<file path="src/rtl/uart_rx.sv">
// 8N1 UART receiver. It runs from a 16x oversample tick, samples each bit at its midpoint
// and emits one-cycle strobes for a good byte or for a stop-bit framing error.
module uart_rx #(
  parameter int unsigned DATA_BITS   = 8,
  parameter int unsigned OS_RATE     = 16,
  parameter int unsigned SYNC_STAGES = 2
) (
  input  logic                 clk,
  input  logic                 rst_n,
  input  logic                 baud_x16,
  input  logic                 rxd,
  output logic [DATA_BITS-1:0] data,
  output logic                 data_valid,
  output logic                 frame_err,
  output logic                 busy
);

  localparam int unsigned OS_W = $clog2(OS_RATE);
  localparam int unsigned BC_W = $clog2(DATA_BITS + 1);
  localparam logic [OS_W-1:0] OS_LAST = OS_W'(OS_RATE - 1);
  localparam logic [OS_W-1:0] OS_HALF = OS_W'(OS_RATE / 2 - 1);
  localparam logic [BC_W-1:0] BC_LAST = BC_W'(DATA_BITS - 1);

  typedef enum logic [2:0] {IDLE, START, DATA, STOP, WAIT_HI} state_t;

  state_t                 r_state;
  logic [SYNC_STAGES-1:0] r_sync;
  logic                   r_baud_q;
  logic [OS_W-1:0]        r_os_cnt;
  logic [BC_W-1:0]        r_bit_cnt;
  logic [DATA_BITS-1:0]   r_shift;
  logic [DATA_BITS-1:0]   r_data;
  logic                   r_valid;
  logic                   r_ferr;
  logic                   r_busy;
  logic                   w_tick;
  logic                   w_rxd_s;

  assign w_tick     = baud_x16 & ~r_baud_q;
  assign w_rxd_s    = r_sync[SYNC_STAGES-1];
  assign data       = r_data;
  assign data_valid = r_valid;
  assign frame_err  = r_ferr;
  assign busy       = r_busy;

  always_ff @(posedge clk or negedge rst_n) begin
    if (!rst_n) begin
      r_sync   <= '1;
      r_baud_q <= 1'b0;
    end else begin
      r_sync   <= {r_sync[SYNC_STAGES-2:0], rxd};
      r_baud_q <= baud_x16;
    end
  end

  // busy is kept as its own flop, updated alongside every state change, so it stays registered.
  always_ff @(posedge clk or negedge rst_n) begin
    if (!rst_n) begin
      r_state   <= IDLE;
      r_os_cnt  <= '0;
      r_bit_cnt <= '0;
      r_shift   <= '0;
      r_data    <= '0;
      r_valid   <= 1'b0;
      r_ferr    <= 1'b0;
      r_busy    <= 1'b0;
    end else begin
      r_valid <= 1'b0;
      r_ferr  <= 1'b0;
      if (w_tick) begin
        case (r_state)
          IDLE: begin
            if (!w_rxd_s) begin
              r_state  <= START;
              r_os_cnt <= '0;
              r_busy   <= 1'b1;
            end
          end
          START: begin
            if (r_os_cnt == OS_HALF) begin
              r_os_cnt  <= '0;
              r_bit_cnt <= '0;
              if (!w_rxd_s) begin
                r_state <= DATA;
              end else begin
                r_state <= IDLE;
                r_busy  <= 1'b0;
              end
            end else begin
              r_os_cnt <= r_os_cnt + OS_W'(1);
            end
          end
          DATA: begin
            if (r_os_cnt == OS_LAST) begin
              r_shift   <= {w_rxd_s, r_shift[DATA_BITS-1:1]};
              r_os_cnt  <= '0;
              r_bit_cnt <= r_bit_cnt + BC_W'(1);
              if (r_bit_cnt == BC_LAST) r_state <= STOP;
            end else begin
              r_os_cnt <= r_os_cnt + OS_W'(1);
            end
          end
          STOP: begin
            if (r_os_cnt == OS_LAST) begin
              r_os_cnt <= '0;
              if (w_rxd_s) begin
                r_data  <= r_shift;
                r_valid <= 1'b1;
                r_state <= IDLE;
                r_busy  <= 1'b0;
              end else begin
                r_ferr  <= 1'b1;
                r_state <= WAIT_HI;
              end
            end else begin
              r_os_cnt <= r_os_cnt + OS_W'(1);
            end
          end
          WAIT_HI: begin
            if (w_rxd_s) begin
              r_state <= IDLE;
              r_busy  <= 1'b0;
            end
          end
          default: begin
            r_state <= IDLE;
            r_busy  <= 1'b0;
          end
        endcase
      end
    end
  end

endmodule

</file>
<file path="config.mk">
export PLATFORM = sky130hd
export DESIGN_NAME = uart_rx
export DESIGN_NICKNAME = d
export VERILOG_FILES = /design/src/rtl/uart_rx.sv
export SDC_FILE = /design/constraint.sdc
export NUM_CORES = 1
export LEC_CHECK = 0
export ABC_AREA = 1
export CAP_MARGIN = 10
export CORE_AREA = 3 3 83 85
export DETAILED_ROUTE_END_ITERATION = 10
export DIE_AREA = 0 0 86 88
export PLACE_DENSITY = 0.46
export RECOVER_POWER = 25
export SLEW_MARGIN = 0
export SYNTH_ARGS = -nofsm -noshare
export SYNTH_HDL_FRONTEND = slang
export SYNTH_SLANG_ARGS = --single-unit
</file>
<file path="constraint.sdc">
create_clock -name clk -period 1.3 [get_ports clk]
set_input_delay 0.39 -clock clk [delete_from_list [all_inputs] [get_ports clk]]
set_output_delay 0.39 -clock clk [all_outputs]
set_load 0.01 [all_outputs]
</file>
==> metrics <==
Final Cycle Share 106%; DRT antenna net count 0; Clock power frac 30.2%; Rows 29; Synth Register Bits 33; share of the synthesized area in the top cell type 49.0%; Placeable Area 6280 sq um; cell count of the worst reg-to-reg path 8; Clk Latency, worst-skew pair 0.28 ns; RePlAce Congestion 0.713; initial antenna violation count 0; drt drc 0; XOR/XNOR share of the synthesized area 1.66%; Max Transition Viols Final 0; pin count of the biggest net entering global routing 34; register share of total power 37.5%; net count after synthesis 175; power density cells 1470 nW/um^2; CP peak stage delay 0.41 ns; P_int 2270 uW; Synth Area in Compound Gates 13.3%; Crit Path Category flip-flop to flip-flop; Leakage 0.00104 uW; fin cells 298; Critical Path AT 1.56 ns; largest family of logic cells by synthesized area simple AND/OR/NAND/NOR gates; RSZ-0062 raised after global routing yes; total number of vias 1254; Least-Margin Pin Slew 0.466 ns; Post-Syn Area 1580 sq um; H-Tree Level Count 2; Worst Hold Class flip-flop to flip-flop; critical path endpoint category flip-flop; CTS buffer count 5; number of global-route vias before repair 1242; Root Driver clkbuf_8; combinational share of power 32.3%; yosys warns 0; n_diodes 0; post-placement cell count 281; fmax 725 MHz; CP Launch Type flip-flop; DR pass1 iterations 4; clk sinks 33; worst path required time 1.48 ns; placed wire-length estimate 2.20 mm; Initial Util 25.2%; Critical-path top delay cell dfrtp_1; Synth Area in Adders 1.58%; headroom to the max-slew limit 69.0%; final setup fails 21; Overall Global Routing Usage 9.97%; mux cell area share after synthesis 0%; Setup Skew 0.0137 ns; Final Hold Viols 0; Fillers 638; Worst-path clk slew 0.07 ns; max-cap violation count 0; total wire length 3.38 mm; initial detailed-routing violation count 74; Critical Path, Cell by Cell ha_4 -> nand3_4 -> inv_4 -> nand2_4 -> clkinv_8 -> nand3_4 -> inv_2 -> buf_6; Yosys top cell by area dfrtp_1; Sw Pwr 1050 uW; CTS tree yes; Crit Path Max Fanout 8; sequential share of the synthesized area 52.3%; Synth-to-Final Area Change 42.4%; final worst setup slack -0.0801 ns; hold depth 0; Crit path top cell by count nand3_4; status finished with violations; first-pass GRT wire length 5.95 mm; DIE AREA 7570 sq um; Chip Height 88 um; Synth area leaders dfrtp_1 (49%), nand2_1 (11%), o21ai_2 (8.3%); post-route setup TNS -1.05 ns; routed len/inst 11.3 um; Simple-Gate Fraction of Synth Area 25.0%; syn avg cell area 9.37 sq um; clock tree buffer depth 2; nets 226; failing checks setup timing; vias per cell 4.21; Chip Width 86 um; fin crit period 1.38 ns; GRT Residual Overflow 0; Util after Layout 35.9%; pre-CTS setup slack -0.538 ns; Peak VDD IR 0.000587 V; Cells after Synth 169; Net Sw Frac 31.7%; I/O pins 15; Yosys cell types 27; layout cells sized above 1 48.4%; PortBufs 14
layer usage:
| metal | part of all wire [%] | vias to the layer above | global-route usage (%) |
|---|---|---|---|
| met5 | 0 | - | 0 |
| met4 | 1.5 | 0 | 3.45 |
| met3 | 3.0 | 4 | 2.54 |
| met2 | 47 | 17 | 16.0 |
| met1 | 48 | 580 | 13.1 |
| li1 | - | 653 | - |
cell usage in the layout (no fill, tap or decap), drive strengths merged:
| cell | count |
|---|---|
| clkinv | 1 |
| dlygate4sd3 | 2 |
| buf | 38 |
| nand3 | 13 |
| xnor2 | 1 |
| nand2 | 54 |
| nor3 | 1 |
| dfrtp | 31 |
| nor2 | 13 |
| inv | 16 |
| nand3b | 2 |
| clkbuf | 10 |
| a21oi | 2 |
| xor2 | 2 |
| dlygate4sd2 | 1 |
| bufinv | 1 |
| dfstp | 2 |
| o21ai | 25 |
| o211ai | 1 |
| clkdlybuf4s15 | 1 |
| or2 | 2 |
| ha | 2 |
repair_timing:
item,CTS,global route
gates resized for setup,60,14
setup buffers,2,6
hold buffers,0,0
pin swaps,9,15
gates cloned,1,1
endpoints found under the setup margin,41,35
synthesized netlist by cell type:
| cell type | number |
|---|---|
| nand2_1 | 47 |
| dfrtp_1 | 31 |
| o21ai_2 | 15 |
| inv_1 | 13 |
| nor2_1 | 10 |
| nand3_1 | 9 |
| nand2_2 | 5 |
| o21ai_0 | 5 |
| o21ai_1 | 5 |
| buf_6 | 3 |
| inv_2 | 3 |
| dfstp_2 | 2 |
| ha_1 | 2 |
| nand3_2 | 2 |
| nand3b_1 | 2 |
| nor2_2 | 2 |
| or2_2 | 2 |
| xor2_1 | 2 |
| a21oi_1 | 1 |
| a21oi_4 | 1 |
| clkinv_2 | 1 |
| nand2_4 | 1 |
| nand3_4 | 1 |
| nor2_4 | 1 |
| nor3_1 | 1 |
| o211ai_1 | 1 |
| xnor2_1 | 1 |
state kept, by name, summed over array words and instances, names as in the netlist, 2 cells and up:
| signal | flops |
|---|---|
| data | 8 |
| r_bit_cnt | 4 |
| r_os_cnt | 4 |
| r_state | 3 |
| r_sync | 2 |
| r_shift | 8 |
power by group through the flow:
| stage | Combinational [uW] | Sequential, uW | Clock [uW] |
|---|---|---|---|
| 2_1_floorplan | 514 | 1250 | 0 |
| 3_3_place_gp | 925 | 1250 | 0 |
| 3_5_place_dp | 922 | 1250 | 0 |
| 4_1_cts | 992 | 1250 | 1030 |
| 5_1_grt | 1210 | 1270 | 1060 |
| 6_report | 1080 | 1250 | 1000 |
metrics by stage:
step	total power (uW)	hold slack, ns	instance area (sq um)
finish	3330	0.357	2260
global route	3550	0.361	2260
floorplan	1760	0.0944	1600
detailed placement	2170	0.350	1990
CTS	3270	0.358	2200
global placement	2180	0.348	1990
path summary, 6_finish.rpt:
kind | start | end | slack [ns]
max | r_os_cnt[0] | data_valid | -0.08
min | r_sync[0] | r_sync[1] | 0.36
max reg2reg | r_os_cnt[0] | data_valid | -0.08
min reg2reg | r_sync[0] | r_sync[1] | 0.36
max in group asynchronous | rst_n | r_sync[0] | 0.32
min in group asynchronous | rst_n | r_shift[2] | 0.63
cell type report:
cell class                      count  area [sq um]  area share, %
Tap cell                           77          96.3           4.27
Clock inverter                      1          30.0           1.33
Timing Repair Buffer               45           342           15.1
Multi-Input combinational cell    118           792           35.1
Inverter                           17          81.3           3.61
Sequential cell                    33           828           36.7
Clock buffer                        7          86.3           3.83
worst max-delay path, delay by kind of cell (launching register included):
kind	cells	cell delay [ns]
adder cells (fa/ha/maj)	1	0.19
AND/OR/NAND/NOR	3	0.36
buffers and inverters	4	0.33
flip-flops	1	0.41
cells by family after synthesis:
kind of cell / Yosys count
AOI/OAI and AO/OA: 28
xor gates and xnor gates: 3
adders and majority gates: 2
buffers and inverters: 20
DFF: 33
and+or+nand+nor: 83
No activity file was read; power rests on OpenSTA's default activity.
